`src/rtl/aes_round_ops.sv`:
```
// aes_round_ops: single-cycle AES round primitives (AddRoundKey, ShiftRows, MixColumns, fused round).
// Latency: one cycle from an enabled rising edge to state_out/done; back-to-back issue every cycle.
// Optional macro AES_ROUND_FUSED_EN enables the fused op 11; otherwise op 11 passes state through.
module aes_round_ops (
  input  logic         clk,
  input  logic         rst,
  input  logic         enable,
  input  logic [1:0]   op,
  input  logic [127:0] state,
  input  logic [127:0] key,
  output logic [127:0] state_out,
  output logic         done
);

  localparam logic [1:0] OP_ARK = 2'b00;
  localparam logic [1:0] OP_SR  = 2'b01;
  localparam logic [1:0] OP_MC  = 2'b10;

  // GF(2^8) multiply-by-two with reduction polynomial 0x11B.
  function automatic logic [7:0] xtime(input logic [7:0] b);
    xtime = {b[6:0], 1'b0} ^ (b[7] ? 8'h1B : 8'h00);
  endfunction

  // Byte i = r + 4c lives at bits [127-8i -: 8]; row r rotates left by r columns.
  function automatic logic [127:0] shift_rows(input logic [127:0] s);
    logic [127:0] o;
    o = '0;
    for (int r = 0; r < 4; r++) begin
      for (int c = 0; c < 4; c++) begin
        o[127-8*(r+4*c) -: 8] = s[127-8*(r+4*((c+r)%4)) -: 8];
      end
    end
    shift_rows = o;
  endfunction

  // Each column multiplied by the circulant matrix {02 03 01 01}; 03*x = xtime(x)^x.
  function automatic logic [127:0] mix_columns(input logic [127:0] s);
    logic [127:0] o;
    logic [7:0]   a0, a1, a2, a3;
    o = '0;
    for (int c = 0; c < 4; c++) begin
      a0 = s[127-32*c -: 8];
      a1 = s[119-32*c -: 8];
      a2 = s[111-32*c -: 8];
      a3 = s[103-32*c -: 8];
      o[127-32*c -: 8] = xtime(a0) ^ xtime(a1) ^ a1 ^ a2 ^ a3;
      o[119-32*c -: 8] = a0 ^ xtime(a1) ^ xtime(a2) ^ a2 ^ a3;
      o[111-32*c -: 8] = a0 ^ a1 ^ xtime(a2) ^ xtime(a3) ^ a3;
      o[103-32*c -: 8] = xtime(a0) ^ a0 ^ a1 ^ a2 ^ xtime(a3);
    end
    mix_columns = o;
  endfunction

  logic [127:0] result;

  // Select the combinational result for the requested operation.
  always_comb begin
    result = state;
    case (op)
      OP_ARK:  result = state ^ key;
      OP_SR:   result = shift_rows(state);
      OP_MC:   result = mix_columns(state);
      default: begin
`ifdef AES_ROUND_FUSED_EN
        result = mix_columns(shift_rows(state)) ^ key;
`else
        result = state;
`endif
      end
    endcase
  end

  // Register the result on enabled edges; done tracks enable; reset dominates.
  always_ff @(posedge clk) begin
    if (!rst) begin
      state_out <= '0;
      done      <= 1'b0;
    end else begin
      done <= enable;
      if (enable) begin
        state_out <= result;
      end
    end
  end

endmodule

```
`config.mk`:
```
export PLATFORM = sky130hd
export DESIGN_NAME = aes_round_ops
export DESIGN_NICKNAME = d
export VERILOG_FILES = /design/src/rtl/aes_round_ops.sv
export SDC_FILE = /design/constraint.sdc
export NUM_CORES = 1
export LEC_CHECK = 0
export CELL_PAD_IN_SITES_DETAIL_PLACEMENT = 1
export CELL_PAD_IN_SITES_GLOBAL_PLACEMENT = 1
export CORE_ASPECT_RATIO = 1.1
export CORE_MARGIN = 3
export CORE_UTILIZATION = 37
export DETAILED_ROUTE_END_ITERATION = 10
export GPL_ROUTABILITY_DRIVEN = 0
export GPL_TIMING_DRIVEN = 0
export PLACE_DENSITY_LB_ADDON = 0.1
export SLEW_MARGIN = 20
export SYNTH_ARGS = -nofsm -noshare
export SYNTH_HDL_FRONTEND = slang
export SYNTH_SLANG_ARGS = --single-unit
export TNS_END_PERCENT = 5
```
`constraint.sdc`:
```
create_clock -name clk -period 1.8 [get_ports clk]
set_input_delay 0.36 -clock clk [delete_from_list [all_inputs] [get_ports clk]]
set_output_delay 0.36 -clock clk [all_outputs]
set_load 0.005 [all_outputs]
```
==> results.py, run 1 <==
metrics = {
    "floorplanning": {
        "die_h_um": 207,
        "initial_utilization_pct": 38.0,
        "coreArea_mm2": 0.0356,
        "die-area_mm2": 0.0389,
        "pin_count": 390,
        "placementRows": 72,
        "chipWidth_um": 188,
    },
    "synthesis": {
        "ys_seq_elements": 129,
        "synth-edff-count": 0,
        "syn_nets": 1702,
        "syn_inst": 1441,
        "synthDistinctLibCells": 42,
        "ys_seq_area_share_pct": 19.1,
        "postSynthAreaPerCell_um2": 9.39,
        "synth_flop_cell": "dfxtp_1",
        "yosys_warnings": 0,
        "async_flop_share_pct": 0,
        "netlist_area_mm2": 0.0135,
    },
    "clock_tree": {
        "htree_levels": 4,
        "clk_latency_ps": 450,
        "cts_tree": "done",
        "cts_root_buf": "clkbuf_16",
        "cts.reportedPaths.clkPinSlew_ps": 70,
        "cts_sinks": 129,
        "cts_made_buffers": 17,
        "clock_path_buffers": 2,
    },
    "critical_path": {
        "critPathMaxFanout": 10,
        "r2r_slack_ps": 1020,
        "path_class": "in2reg",
        "max_stage_delay_ps": 520,
        "worst_ep_required_time_ps": 2170,
        "reg2reg_depth": 2,
        "crit_chain": "clkdlybuf4s50_1, nand2b_1, clkbuf_2, buf_2, o2111ai_1, o211ai_1",
        "critPathLaunchType": "input port",
        "endpoint_kind": "flip-flop",
        "cp_data_arrival_time_ps": 2210,
        "r2r_start": "state_out[35]",
        "critPathSlowestCell": "clkdlybuf4s50_1",
        "r2r-end": "state_out[35]",
    },
    "placement": {
        "pre_cts_ws_ps": -1300,
        "port_buffers": 269,
        "hpwlAfterDp_um": 53800,
    },
    "grt": {
        "grtUsageTotal_pct": 34.9,
        "grt_use_met1_pct": 43.3,
        "gr-usage-met2_pct": 56.1,
        "gr-total-overflow": 0,
        "antenna_found_initial": 5,
        "met3_usage_pct": 8.60,
        "top_usage_layer": "met2",
        "grt_pass1_vias": 13272,
        "grt_max_degree": 17,
        "grt_pass1_wl_um": 96600,
    },
    "finish": {
        "drive_gt1_share_pct": 13.8,
        "final_nets": 1992,
        "nFillCells": 4043,
        "final_common_cell": "clkdlybuf4s50_1",
        "area_delta_synth_final_pct": 30.8,
        "layout_common_cells": "266 x clkdlybuf4s50_1, 218 x xnor2_1, 154 x nand2_1",
    },
    "timing": {
        "skew_ps": 0,
        "fin_setup_tns_ps": -119,
        "setup_violations": 8,
        "fin_ws_ps": -36.5,
        "fin_hold_ws_ps": 280,
        "fmax_mhz": 545,
        "slew_headroom_pct": 24.1,
        "final_max_slew_viol_count": 0,
        "rsz0062_at_grt": "yes",
        "fin_crit_sh_pct": 102,
        "hold_violations": 0,
        "period_needed_ps": 1840,
        "tightest_slew_ps": 1140,
    },
    "worst_hold_path": {
        "worstHoldEndpoint": "state_out[58]",
        "min_from": "rst",
        "whs_path_depth": 3,
        "min_path_type": "in2reg",
    },
    "pwr": {
        "powerDensity_mw_per_mm2": 719,
        "power_leakage_nw": 7.88,
        "peakVddDrop_mv": 0.740,
        "p_total_mw": 12.7,
    },
    "route": {
        "post_drt_wl_per_cell_um": 31.5,
        "dr.pass1.iters": 5,
        "num_vias": 13224,
        "drt-initial-drc-count": 1237,
        "drc": 0,
        "wirelength_um": 70200,
        "vias_per_cell": 5.94,
        "ant_nets": 0,
    },
    "job": {
        "cap_violations": 0,
    },
    "outcome": {
        "outcome": "complete, but fails checks",
        "violations": "setup timing",
    },
}
==> layer usage <==
metal	part of all wire [%]	vias up
met2	45	883
li1	-	5601
met3	10	185
met5	0.048	-
met4	6.2	6
met1	39	6549
==> power by group <==
| group | total (mW) | internal, mW | switching (mW) | leakage, nW |
|---|---|---|---|---|
| clock network | 3.75 | 2.11 | 1.64 | 0.274 |
| logic | 5.65 | 2.83 | 2.82 | 6.53 |
| registers | 3.31 | 3.14 | 0.173 | 1.07 |
==> repair_timing <==
action | in CTS | in global routing
endpoints found under the setup margin | 124 | 77
resized for setup | 78 | 33
pin swaps | 3 | 2
buffers inserted | 2 | 0
gates cloned | 0 | 0
hold buffers | 0 | 0
==> sequential cells by signal (all words and copies together), names as in the netlist <==
| register | flops |
|---|---|
| state_out | 128 |
| done | 1 |
==> through the flow <==
stage	util, %	area (µm²)	cells
CTS	49.5	17600	2224
floorplan	-	13500	1441
global placement	47.3	16800	2191
global route	49.7	17700	2224
finish	49.7	17700	2225
detailed placement	47.3	16800	2191
==> synthesized netlist by cell type, types with 18 or more instances <==
library cell / number / area share (%)
clkbuf_1: 68 / 1.9
a22oi_1: 18 / 1.0
nor2_1: 54 / 1.5
xor3_1: 21 / 3.7
o21ai_0: 95 / 3.5
a22o_1: 26 / 1.7
a21oi_1: 31 / 1.1
xnor2_1: 222 / 14
xnor3_1: 89 / 15
dfxtp_1: 129 / 19
xor2_1: 89 / 5.8
o211a_1: 20 / 1.5
buf_2: 103 / 3.8
nand2_1: 155 / 4.3
a221oi_1: 67 / 4.3
mux2i_1: 118 / 8.7
==> worst max path at each step <==
stage / start / endpoint / slack (ps) / cells after the start
6_report: op[0] / state_out[28] / -40 / 6
3_3_place_gp: op[1] / state_out[106] / -1300 / 8
5_1_grt: op[0] / state_out[83] / -30 / 8
4_1_cts: op[0] / state_out[86] / -40 / 6
2_1_floorplan: state[76] / state_out[92] / 150 / 5
3_5_place_dp: op[0] / state_out[106] / -1300 / 8
==> worst max-delay path: cells and delay by family <==
kind / cells / cell delay (ps)
buf+inv: 3 / 1340
simple gates: 1 / 190
compound gates: 2 / 310
==> cells by family (layout without fill, tap and decap cells) <==
family	Yosys count	count (layout)	share of synthesized area, %
xor gates and xnor gates	435	435	40.6
muxes	118	118	8.73
buffers and inverters	209	511	7.70
DFF	129	129	19.1
other	0	1	0
and+or+nand+nor	228	228	6.59
AOI/OAI and AO/OA	322	322	17.3
==> cell type report <==
| cell class | count | area [µm²] | area share (%) |
|---|---|---|---|
| Clock buffer | 19 | 453 | 2.56 |
| Inverter | 3 | 11.3 | 0.0636 |
| Antenna cell | 1 | 2.50 | 0.0141 |
| Clock inverter | 12 | 134 | 0.756 |
| Multi-Input combinational cell | 1103 | 10000 | 56.6 |
| Tap cell | 481 | 602 | 3.40 |
| Sequential cell | 129 | 2580 | 14.6 |
| Timing Repair Buffer | 271 | 2700 | 15.3 |
| Buffer | 206 | 1190 | 6.74 |
Power figures use the tool's default switching activity.
==> inputs of run 2 (changes only) <==
Settings changed: RECOVER_POWER from default to 100, TNS_END_PERCENT 5 to 30.
==> run 2 against run 1 <==
  * The flow still finishes with violations (setup timing)
  * Sequential share of layout area about the same
  * Via count decreased by 0.18%
  * First-iteration DRC count decreased by 7.6%
  * Critical path type unchanged
  * Largest power group unchanged
==> results.py, run 2 (synthesized netlist as in run 1, its figures left out) <==
metrics = {
    "outcome": {
        "outcome": "complete, but fails checks",
        "violations": "setup timing",
    },
    "floorplanning": {
        "die-area_mm2": 0.0389,
        "pin_count": 390,
        "die_h_um": 207,
        "placementRows": 72,
        "coreArea_mm2": 0.0356,
        "chipWidth_um": 188,
        "initial_utilization_pct": 38.0,
    },
    "critical_path": {
        "critPathMaxFanout": 10,
        "worst_ep_required_time_ps": 2180,
        "path_class": "in2reg",
        "cp_top_family": "buffers and inverters",
        "cp_data_arrival_time_ps": 2230,
        "critPathSlowestCell": "clkdlybuf4s50_1",
        "max_stage_delay_ps": 520,
        "crit_buf_inv": 3,
        "endpoint_kind": "flip-flop",
        "crit_chain": "clkdlybuf4s50_1, nand2b_1, clkbuf_2, buf_2, o21ai_1, nand2_1",
        "critPathLaunchType": "input port",
    },
    "route": {
        "wirelength_um": 70300,
        "post_drt_wl_per_cell_um": 31.6,
        "vias_per_cell": 5.94,
        "drc": 0,
        "drt-initial-drc-count": 1143,
        "ant_nets": 0,
        "dr.pass1.iters": 6,
        "num_vias": 13200,
    },
    "timing": {
        "fmax_mhz": 540,
        "fin_crit_sh_pct": 103,
        "hold_violations": 0,
        "rsz0062_at_grt": "yes",
        "slew_headroom_pct": 25.6,
        "final_max_slew_viol_count": 0,
        "tightest_slew_ps": 1120,
        "skew_ps": 0,
        "period_needed_ps": 1850,
        "fin_hold_ws_ps": 281,
        "setup_violations": 17,
        "fin_ws_ps": -51.0,
    },
    "grt": {
        "grt_max_degree": 17,
        "grt_pass1_wl_um": 96600,
        "gr-total-overflow": 0,
        "grt_pass1_vias": 13272,
        "antenna_found_initial": 5,
        "grtUsageTotal_pct": 34.9,
    },
    "finish": {
        "num_antenna_cells": 0,
        "drive_gt1_share_pct": 13.8,
        "area_delta_synth_final_pct": 31.0,
        "layout_common_cells": "245 x clkdlybuf4s50_1, 218 x xnor2_1, 153 x nand2_1",
        "final_nets": 1992,
        "final_cell_count_no_fill": 2224,
        "largest_reg_flops": 128,
        "final_util_pct": 49.8,
        "top_regs": "state_out x128, done x1",
        "regMostFlops": "state_out",
        "final_common_cell": "clkdlybuf4s50_1",
    },
    "clock_tree": {
        "clk_latency_ps": 440,
        "cts.reportedPaths.clkPinSlew_ps": 70,
        "cts_tree": "done",
        "cts_sinks": 129,
        "cts_root_buf": "clkbuf_16",
        "cts_made_buffers": 17,
        "htree_levels": 4,
        "clock_path_buffers": 2,
    },
    "pwr": {
        "peakVddDrop_mv": 0.732,
        "clkPwrFrac_pct": 29.4,
        "powerDensity_mw_per_mm2": 716,
        "p_int_mw": 8.07,
        "power.switching_mw": 4.62,
        "p_seq_share_pct": 26.1,
        "power_leakage_nw": 7.93,
        "pwr-share-comb_pct": 44.5,
        "switching_share_pct": 36.4,
    },
    "placement": {
        "pre_cts_ws_ps": -1300,
        "hpwlAfterDp_um": 53800,
        "port_buffers": 269,
        "placed_cells": 2191,
    },
    "job": {
        "cap_violations": 0,
    },
    "worst_hold_path": {
        "min_path_type": "in2reg",
    },
}
-- run 2: cell types whose count changed in the layout (fill, tap and decap cells not counted), sizes merged --
cell and delta:
dlygate4sd3 +21, buf -2, clkbuf +2, diode -1
clkdlybuf4s50 -21
-- run 2: layout make-up --
type | count | area (µm²)
Tap cell | 481 | 602
Clock buffer | 19 | 453
Fill cell | 4037 | 17900
Inverter | 3 | 11.3
Sequential cell | 129 | 2580
Buffer | 206 | 1210
Timing Repair Buffer | 271 | 2700
Multi-Input combinational cell | 1103 | 10000
Clock inverter | 12 | 134
-- run 2: repair_timing --
| action | in CTS | in global routing |
|---|---|---|
| endpoints found under the hold margin | 0 | 0 |
| pin swaps | 3 | 2 |
| hold buffers | 0 | 0 |
| setup buffers | 2 | 0 |
| resized for setup | 85 | 46 |
| setup endpoints to repair | 124 | 74 |
-- run 2: worst paths after layout --
check	startpoint	end	slack, ps	depth (start not counted)
max	op[0]	state_out[66]	-50	6
min	rst	state_out[58]	280	3
max reg2reg	state_out[35]	state_out[35]	1010	2
min reg2reg	state_out[74]	state_out[74]	440	2
-- run 2: tightest hold or removal path, stage by stage --
cell and delay (ps):
clkbuf_2 170, o21ai_0 110, a31oi_1 40
-- run 2: per-stage QoR --
stage	TNS (ps)	cell area [µm²]	power, mW
floorplan	0	13500	6.61
global placement	-109500	16800	8.74
detailed placement	-111310	16800	8.82
CTS	0	17600	12.6
global route	-10.0	17700	13.1
finish	-425	17700	12.7
-- run 2: layer usage --
metal  up-vias  share of wire [%]  routed length, µm  track usage [%]
met2       843                 45              31400             56.1
met4         6                6.3               4410             19.2
met5         -              0.048                 34                0
met1      6571                 39              27700             43.3
li1       5591                  -                  -                -
met3       189                9.5               6680             8.60
-- run 2: power groups by stage --
stage / Clock [mW] / Sequential [mW] / Combinational [mW]
2_1_floorplan: 0 / 3.36 / 3.25
3_3_place_gp: 0 / 3.36 / 5.38
3_5_place_dp: 0 / 3.37 / 5.45
4_1_cts: 3.71 / 3.31 / 5.54
5_1_grt: 3.83 / 3.34 / 5.89
6_report: 3.73 / 3.31 / 5.65
==> inputs of run 3 (changes only) <==
Settings changed: ABC_AREA from default to 1, CORE_UTILIZATION 37 to 35.
==> run 3 against run 2 <==
  * The run still ends with setup timing left
  * Combinational power is 3.9% higher
  * Non-clock buffer count increased by 32
  * Core utilization shrank 3.7 points
  * Via count rose by 51%
  * Synthesized area rose by 15%
  * Total power is 5.0% higher
  * First-iteration DRC count increased by 49%
  * Flip-flop and latch count unchanged
  * Largest cell class unchanged
  * Highest routed layer unchanged
==> results.py, run 3 <==
metrics = {
    "outcome": {
        "outcome": "complete, but fails checks",
        "violations": "setup timing",
    },
    "clock_tree": {
        "htree_levels": 4,
        "cts.reportedPaths.clkPinSlew_ps": 60,
        "cts_sinks": 129,
        "clk_latency_ps": 470,
        "cts_made_buffers": 17,
        "holdBufCountCts": 0,
        "cts_root_buf": "clkbuf_16",
        "clock_path_buffers": 2,
        "cts_tree": "done",
    },
    "finish": {
        "final_util_pct": 46.2,
        "top_regs": "state_out x128, done x1",
        "nFillCells": 5964,
        "area_delta_synth_final_pct": 29.5,
        "final_cell_count_no_fill": 3544,
        "final_nets": 3217,
        "drive_gt1_share_pct": 11.4,
        "layout_common_cells": "876 x nand2_1, 267 x clkdlybuf4s50_1, 263 x inv_1",
        "largest_reg_flops": 128,
        "fin_area_mm2": 0.0202,
        "regMostFlops": "state_out",
        "final_common_cell": "nand2_1",
    },
    "route": {
        "dr.pass1.iters": 5,
        "wirelength_um": 88700,
        "ant_nets": 0,
        "vias_per_cell": 5.63,
        "post_drt_wl_per_cell_um": 25.0,
        "drt-initial-drc-count": 1707,
        "num_vias": 19939,
        "drc": 0,
    },
    "timing": {
        "skew_ps": 0,
        "fmax_mhz": 520,
        "slew_headroom_pct": 38.3,
        "tightest_slew_ps": 925,
        "fin_hold_ws_ps": 278,
        "setup_violations": 16,
        "rsz0062_at_grt": "yes",
        "hold_violations": 0,
        "period_needed_ps": 1920,
        "final_max_slew_viol_count": 0,
        "fin_crit_sh_pct": 107,
        "fin_ws_ps": -123,
        "fin_setup_tns_ps": -498,
    },
    "worst_hold_path": {
        "min_path_type": "in2reg",
    },
    "placement": {
        "port_buffers": 279,
        "pre_cts_ws_ps": -1120,
        "dpl-instance-area_mm2": 0.0191,
        "hpwlAfterDp_um": 71100,
        "placed_cells": 3498,
    },
    "synthesis": {
        "netlist_area_mm2": 0.0156,
        "synthDistinctLibCells": 31,
        "synth-edff-count": 0,
        "synth_flop_cell": "dfxtp_1",
        "synth_top_area_share_pct": 21.3,
        "synth.most_common_cell": "nand2_1",
        "synth_area_leader_cell": "nand2_1",
        "ys_seq_area_share_pct": 16.6,
        "async_flop_share_pct": 0,
        "postSynthAreaPerCell_um2": 5.90,
        "ys_seq_elements": 129,
        "synth_common_cells": "883 x nand2_1, 272 x inv_1, 242 x nand3_1",
        "syn_nets": 2906,
        "syn_inst": 2645,
        "yosys_warnings": 0,
        "synth_area_leaders": "nand2_1 21%, dfxtp_1 17%, xnor2_1 13%",
    },
    "grt": {
        "grt_pass1_wl_um": 128000,
        "grt_pass1_vias": 20010,
        "grtUsageTotal_pct": 36.1,
        "antenna_found_initial": 5,
        "grt_max_degree": 17,
        "gr-total-overflow": 0,
    },
    "critical_path": {
        "reg2reg_depth": 2,
        "worst_ep_required_time_ps": 2140,
        "path_class": "in2reg",
        "startpoint": "enable",
        "critPathMaxFanout": 10,
        "cp_data_arrival_time_ps": 2260,
        "worstSetupEndpoint": "state_out[81]",
        "endpoint_kind": "flip-flop",
        "r2r-end": "state_out[63]",
        "critPathLaunchType": "input port",
        "r2r_slack_ps": 1020,
        "r2r_start": "state_out[63]",
    },
    "pwr": {
        "peakVddDrop_mv": 0.777,
        "p_total_mw": 13.3,
        "power_leakage_nw": 9.51,
        "powerDensity_mw_per_mm2": 660,
    },
    "floorplanning": {
        "placementRows": 80,
        "pin_count": 390,
        "chipWidth_um": 207,
        "initial_utilization_pct": 35.7,
        "die-area_mm2": 0.0471,
        "coreArea_mm2": 0.0437,
        "die_h_um": 227,
    },
    "job": {
        "cap_violations": 0,
    },
}
-- run 3: cell types whose count changed after synthesis, moves of 63 or more --
cell      change
a21oi_1     +203
a221oi_1     -67
inv_1       +269
mux2i_1     -118
nand2_1     +728
nand3_1     +242
o221ai_1     +94
or2_2        +63
xnor3_1      -89
-- run 3: cell type report --
class	instances	area (µm²)	area share, %
Multi-Input combinational cell	2016	10900	53.9
Timing Repair Buffer	292	2940	14.5
Sequential cell	129	2600	12.9
Buffer	217	1310	6.48
Inverter	283	1080	5.35
Tap cell	574	718	3.56
Clock buffer	18	429	2.13
Clock inverter	13	236	1.17
Antenna cell	2	5.00	0.0248
-- run 3: what timing repair did --
action                     in CTS  in global routing
hold endpoints to repair        0                  0
pin swaps                       1                  0
setup buffers                   5                  8
gates resized for setup        75                 65
setup endpoints to repair     135                127
-- run 3: worst max-delay path: stages --
cell      delay, ps
clkbuf_2        210
inv_2           270
buf_2           440
clkbuf_1        580
a21oi_1         130
nand2_1         170
a21oi_1          80
-- run 3: kinds of logic after synthesis --
logic type,Yosys count,synth area share (%)
and+or+nand+nor,1263,34.0
buffers and inverters,500,14.1
AOI/OAI and AO/OA,408,15.6
DFF,129,16.6
xor gates and xnor gates,345,19.8
-- run 3: worst min-delay path by stage --
stage                    from             end  cells after the start
2_1_floorplan    state_out[0]    state_out[0]                      2
3_3_place_gp   state_out[111]  state_out[111]                      2
3_5_place_dp    state_out[53]   state_out[53]                      2
4_1_cts             state[58]   state_out[58]                      3
5_1_grt             state[58]   state_out[58]                      4
6_report            state[58]   state_out[58]                      3
-- run 3: power breakdown --
| part | leakage [nW] | total, mW | switching [mW] | internal [mW] |
|---|---|---|---|---|
| sequential | 1.07 | 3.25 | 0.163 | 3.08 |
| combinational | 8.12 | 5.87 | 3.54 | 2.33 |
| clock | 0.320 | 4.21 | 1.62 | 2.59 |
-- run 3: per-layer routing --
layer	track usage (%)	share of wire, %	wire, µm	vias to the layer above
li1	-	-	-	9007
met1	44.4	40	35800	9689
met2	59.1	45	39900	983
met3	7.58	8.2	7250	254
met4	20.7	6.4	5680	6
met5	0	0.053	47	-
